## src/rtl/pad_ctrl.sv

```systemverilog
// Sequencing controller for the message-padding datapath: loads message words, appends
// the pad word, zero fill and 64-bit bit length, and hands each 16-word block downstream.
//
// state | meaning
// IDLE  | clear index counter and length register, one cycle per message
// LOAD  | accept message words into the block
// PAD   | write the 0x80000000 pad word
// ZERO  | write zero fill words
// HI    | write length[63:32] at word 14
// LO    | write length[31:0] at word 15
// EMIT  | block complete, wait for blk_ack
// DONE  | one-cycle message-done pulse
module pad_ctrl (
    input  logic       clk,
    input  logic       rst_b,
    input  logic       pkt_vld,
    input  logic       pkt_last,
    output logic       pkt_rdy,
    input  logic [3:0] ldx,
    input  logic       blk_ack,
    output logic       blk_vld,
    output logic       msg_done,
    output logic       st_pkt,
    output logic       c_up,
    output logic       inc_mgln,
    output logic       pad_pkt,
    output logic       zero_pkt,
    output logic       hi_mgln,
    output logic       lo_mgln,
    output logic       clr
);

    typedef enum logic [2:0] {
        S_IDLE, S_LOAD, S_PAD, S_ZERO, S_HI, S_LO, S_EMIT, S_DONE
    } state_t;

    state_t state;
    state_t ret;
    logic   fin;

    always_ff @(posedge clk) begin
        if (rst_b) begin
            state <= S_IDLE;
            ret   <= S_LOAD;
            fin   <= 1'b0;
        end else begin
            case (state)
                S_IDLE: state <= S_LOAD;
                S_LOAD: begin
                    if (pkt_vld) begin
                        if (ldx == 4'd15) begin
                            state <= S_EMIT;
                            ret   <= pkt_last ? S_PAD : S_LOAD;
                        end else if (pkt_last) begin
                            state <= S_PAD;
                        end
                    end
                end
                S_PAD: begin
                    case (ldx)
                        4'd13:   state <= S_HI;
                        4'd15: begin
                            state <= S_EMIT;
                            ret   <= S_ZERO;
                        end
                        default: state <= S_ZERO;
                    endcase
                end
                S_ZERO: begin
                    if (ldx == 4'd13) begin
                        state <= S_HI;
                    end else if (ldx == 4'd15) begin
                        state <= S_EMIT;
                        ret   <= S_ZERO;
                    end
                end
                S_HI: state <= S_LO;
                S_LO: begin
                    state <= S_EMIT;
                    fin   <= 1'b1;
                end
                S_EMIT: begin
                    if (blk_ack) state <= fin ? S_DONE : ret;
                end
                S_DONE: begin
                    fin   <= 1'b0;
                    state <= S_IDLE;
                end
                default: state <= S_IDLE;
            endcase
        end
    end

    // Outputs are decoded from state so strobes line up with the accepting cycle;
    // reset forces everything low, including the IDLE clear.
    always_comb begin
        pkt_rdy  = 1'b0;
        blk_vld  = 1'b0;
        msg_done = 1'b0;
        st_pkt   = 1'b0;
        c_up     = 1'b0;
        inc_mgln = 1'b0;
        pad_pkt  = 1'b0;
        zero_pkt = 1'b0;
        hi_mgln  = 1'b0;
        lo_mgln  = 1'b0;
        clr      = 1'b0;
        if (!rst_b) begin
            case (state)
                S_IDLE: clr = 1'b1;
                S_LOAD: begin
                    pkt_rdy  = 1'b1;
                    st_pkt   = pkt_vld;
                    c_up     = pkt_vld;
                    inc_mgln = pkt_vld;
                end
                S_PAD: begin
                    st_pkt  = 1'b1;
                    pad_pkt = 1'b1;
                    c_up    = 1'b1;
                end
                S_ZERO: begin
                    st_pkt   = 1'b1;
                    zero_pkt = 1'b1;
                    c_up     = 1'b1;
                end
                S_HI: begin
                    st_pkt  = 1'b1;
                    hi_mgln = 1'b1;
                    c_up    = 1'b1;
                end
                S_LO: begin
                    st_pkt  = 1'b1;
                    lo_mgln = 1'b1;
                    c_up    = 1'b1;
                end
                S_EMIT:  blk_vld  = 1'b1;
                S_DONE:  msg_done = 1'b1;
                default: clr      = 1'b0;
            endcase
        end
    end

endmodule
```

## config.mk

```make
export PLATFORM = sky130hd
export DESIGN_NAME = pad_ctrl
export DESIGN_NICKNAME = d
export VERILOG_FILES = /design/src/rtl/pad_ctrl.sv
export SDC_FILE = /design/constraint.sdc
export NUM_CORES = 1
export LEC_CHECK = 0
export BUFFER_PORTS_ARGS = -buffer_cell sky130_fd_sc_hd__buf_2
export CORE_MARGIN = 1
export CORE_UTILIZATION = 40
export CTS_CLUSTER_DIAMETER = 80
export DETAILED_ROUTE_END_ITERATION = 7
export PLACE_DENSITY = 0.77
export SLEW_MARGIN = 20
export SYNTH_ARGS = -nofsm -noshare
export SYNTH_HDL_FRONTEND = slang
export SYNTH_SLANG_ARGS = --single-unit
```

## constraint.sdc

```tcl
create_clock -name clk -period 5.48 [get_ports clk]
set_clock_uncertainty 0.1 [all_clocks]
set_input_delay 0.822 -clock clk [delete_from_list [all_inputs] [get_ports clk]]
set_output_delay 0.822 -clock clk [all_outputs]
set_load 0.01 [all_outputs]
```

# Word-level counts from Yosys, hierarchy flattened
# Index checks and enable logic that the tools add are counted.
dict set report word_totals {
  word_cells 60
  reg_bits 7
  output_inout_bits 11
}
dict set report op_classes {
  n_mux 36
  n_eq_ne 15
  reduce_logical 6
}
# op count
set op_table {}
lappend op_table {{$mux W3} 11}
lappend op_table {{$pmux W3 S8} 1}
lappend op_table {{$mux W1} 19}
lappend op_table {{$eq A3 B3 Y1 const B} 4}
lappend op_table {{$pmux W3 S3} 1}
lappend op_table {{$eq A4 B4 Y1 const B} 2}
lappend op_table {{$ne A2 B2 Y1 const B} 4}
lappend op_table {{$reduce_and A4 Y1} 2}
lappend op_table {{$eq A3 B2 Y1 const B} 2}
lappend op_table {{$ne A3 B3 Y1 const B} 2}
lappend op_table {{$pmux W3 S2} 1}
lappend op_table {{$pmux W1 S2} 2}
lappend op_table {{$reduce_or A4 Y1} 1}
lappend op_table {{$eq A3 B1 Y1 const B} 1}
lappend op_table {{$logic_not A3 Y1} 1}
lappend op_table {{$reduce_bool A3 Y1} 1}
lappend op_table {{$mux W2} 1}
lappend op_table {{$reduce_bool A2 Y1} 1}

# Longest topological paths before layout
dict set report depth {
  ltp_word 4
  mapped_depth 6
}

# Worst setup path before layout
# No wires, ideal clock.
dict set report synth_timing {
  path_kind {input-to-output}
  from {input rst_b}
  to {output st_pkt}
  path_slack_ns 2.597
  n_path_buf 2
  stages 5
  required_time_ns 4.558
  t_arrival_ns 1.961
  path_cell_list {clkbuf_1 > nor3_1 > and2_1 > o21bai_1 > buf_4}
}
dict set report synth_via {
  elab_chain_len 1
}
# element line_no
set synth_lines {}
lappend synth_lines {{start: declaration} 15} ;# input logic rst_b,
lappend synth_lines {{$mux W1} -}
lappend synth_lines {{end: declaration} 23} ;# output logic st_pkt,
# Every way passes these cells.

# Worst setup path after layout
dict set report layout_timing {
  from {register state[1]}
  to {output c_up}
}
dict set report layout_via {
  elab_chain_len 4
  word_cells_on_any_way 8
}
# element line_no
set layout_lines {}
lappend layout_lines {{start: declaration} 37} ;# state_t state;
lappend layout_lines {{start signal: assignment} 83} ;# if (blk_ack) state <= fin ? S_DONE : ret;
lappend layout_lines {{$eq A3 B3 Y1 / $eq A3 B2 Y1 (equally long branches)} 109} ;# case (state)
lappend layout_lines {{$reduce_or A4 Y1 (no source line)} -}
lappend layout_lines {{$pmux W1 S2 (*)} 109}
lappend layout_lines {{$mux W1 (*)} 108} ;# if (!rst_b) begin
lappend layout_lines {{end: declaration} 24} ;# output logic c_up,
# Mark *: on every way between the ends. The rest lies on a longest branch, timed or not.

==> impl_results.md <==
* Placed cell count at 101
* Max Fclk at approximately 0.39 GHz
* WS Path Type: flip-flop to output pin
* Commonest non-fill, non-tap cell in the layout: buf_2
* CTS Root Cell: clkbuf_4
* Setup TNS at 0 ns
* Core ar. at 0.00119 mm^2
* First-pass GRT wire length at about 1800 um
* Sw frac at 36.1%
* Max Root-Sink Buffers at 2
* Worst r2r src: state[2]
* ANT nets after route at 0
* Nets@finish at between 100 and 150
* Grt ovf at 0
* Worst hold path cell count at 2
* Max-slew violations at 0
* Largest net degree at the start of global routing at 17
* Clk sinks at 6
* Endpoint, Worst Hold: ret[0]
* Status: completed
* Ports at 20
* TritonCTS clock tree: done
* Dpl hpwl at 952 um
* Cell Area, Placed at 623 um^2
* Vias at 597
* Placer Congestion at 0.828
* Syn Inst Count at 73
* Lkg Pwr at a little under 0.3 nW
* Post-Syn Nets at 85
* Final Util at 54.4%
* Worst Slack Setup Final at 2.92 ns
* WP data required at 4.56 ns
* Worst R2R Path Depth at 5
* PortBufs at 19
* Seq pwr share at 37.2%
* Starting density of the core at a little under half
* GRT Util Overall at 18.1%
* Router iterations before antenna repair at 4
* Hold crit path type: flip-flop to flip-flop
* Worst-Skew Late Latency at 0.24 ns
* Number of synthesized flops with an enable pin at 0
* Setup crit end kind: output pin
* Ys flop type: dfxtp_1
* Power, Total at 0.155 mW
* Largest family of logic cells by synthesized area: simple AND/OR/NAND/NOR gates
* Post-cts resize count at 0
* Drt drc at 0
* Worst vdd ir at 0.157 mV
* Hold slack at 0.440 ns
* Hold_sp: ret[0]
* Die width at between 30 and 40 um
* Worst R2R End: state[2]
* Area Growth Syn to Fin at 19.2%
* Comb pwr share at 37.2%
* Ys async rst share at 0%
* Post-Route WL at 1230 um
* Post-CTS setup buffer count at 0
* Crit start category: flip-flop
* Critical Path Fanout Max at 13
* Post-synthesis mux area share at 5.77%
* Num CTS Buffers at 3
* Crit path DAT at 1.64 ns
* H-Tree Depth at 1
* Fraction of the mapped netlist area in adder cells at under 10%
* Sw power at 0.0559 mW
* Simple-gate share of the synthesized area at between 30% and 40%
* Antenna cell count at 0
* Die footprint at 0.00151 mm^2
* Final Hold Fails at 0
* Design Area, Final at 646 um^2
* Dpl ws at 2.93 ns
* Max_cap viols at 0
* Vias in the first global route at 439
* Worst-Margin Slew at 0.584 ns
* Vias per cell at 5.74
* Clock-pin slew on the worst setup and hold paths at 0.04 ns
* FF-to-FF setup slack at about 3.4 ns
* Post-synth cell types at 31
* Proportion of layout cells with a drive suffix above 1 at 26.7%
* Pwr/cell area at 240 mW/mm^2
* Slew Limit Headroom at roughly three fifths
* Chip Height at between 30 and 40 um
* Post-Syn Area at 542 um^2
* Post-synthesis sequential area ratio at ~22%
* Compound-gate portion of the synthesized area at 21.9%
* Final Setup Violations at 0
* Most frequent cells in the layout: buf_2 (19), nand2_1 (10), nor2_1 (7)
* Cell row count at 12
* Clock Power Share at 25.6%
* Unrepaired setup endpoints after global routing: no
* Yosys warns at 0
* DRT iter0 DRCs at 14
* Xor and xnor area share after synthesis at 0%
* Non-Filler Instances at about 100
* P_int at 0.0989 mW
* Final period util at approximately 47%
* Final Critical Period at approximately 2.6 ns
* Initial antenna violation count at 0
* WL per Instance at 11.8 um
* CTS Hold Bufs at 0
* Syn avg cell area at 7.42 um^2
* #FFs+latches synth at 6
layout make-up:
class                   instances  area (um^2)
flip-flops and latches          6          120
multi-input cells              58          375
fillers                       117          541
well taps                      14         17.5
repair buffers                 19         95.1
clock buffers                   3         22.5
inverters                       4         15.0
logic make-up after synthesis:
logic type                 Yosys count
muxes                                3
buffers and inverters                9
DFF                                  6
AOI/OAI and AO/OA                   18
and+or+nand+nor                     34
adders and majority gates            3
power by group through the flow:
| stage | clock network [mW] | registers, mW | logic (mW) |
|---|---|---|---|
| finish | 0.0397 | 0.0575 | 0.0576 |
| global route | 0.0434 | 0.0581 | 0.0639 |
| CTS | 0.0411 | 0.0575 | 0.0580 |
| detailed placement | 0 | 0.0581 | 0.0577 |
| global placement | 0 | 0.0582 | 0.0567 |
| floorplan | 0 | 0.0504 | 0.0523 |
sequential cells by signal, indices dropped and copies added, names as in the netlist:
| name | cells |
|---|---|
| fin | 1 |
| ret | 2 |
| state | 3 |
metal layers:
metal / GRT usage (%) / wire length (um)
met4: 1.72 / 0
met5: 0 / 0
met3: 8.67 / 124
met1: 22.7 / 555
met2: 28.7 / 548
critical path: stages (launching register included):
cell	delay, ns
dfxtp_1	0.61
nand2b_1	0.24
nor3_1	0.07
and2_1	0.19
o21bai_1	0.15
buf_2	0.14
worst max path at each step:
stage	cells past startpoint	end	from
global placement	5	st_pkt	rst_b
detailed placement	5	st_pkt	rst_b
finish	5	c_up	state[1]
floorplan	5	st_pkt	rst_b
CTS	5	st_pkt	state[1]
global route	5	st_pkt	state[1]
cells in the mapped netlist, drive strengths merged (3+ instances only):
library cell  instances  area share [%]
a31oi                 4             4.6
buf                   4             5.1
dfxtp                 6              22
ha                    3             6.9
inv                   4             2.8
nand2                10             6.9
nor2                  7             4.9
nor3                  5             4.6
o21ai                 3             2.8
o31ai                 3             4.2
Power figures use the tool's default switching activity.
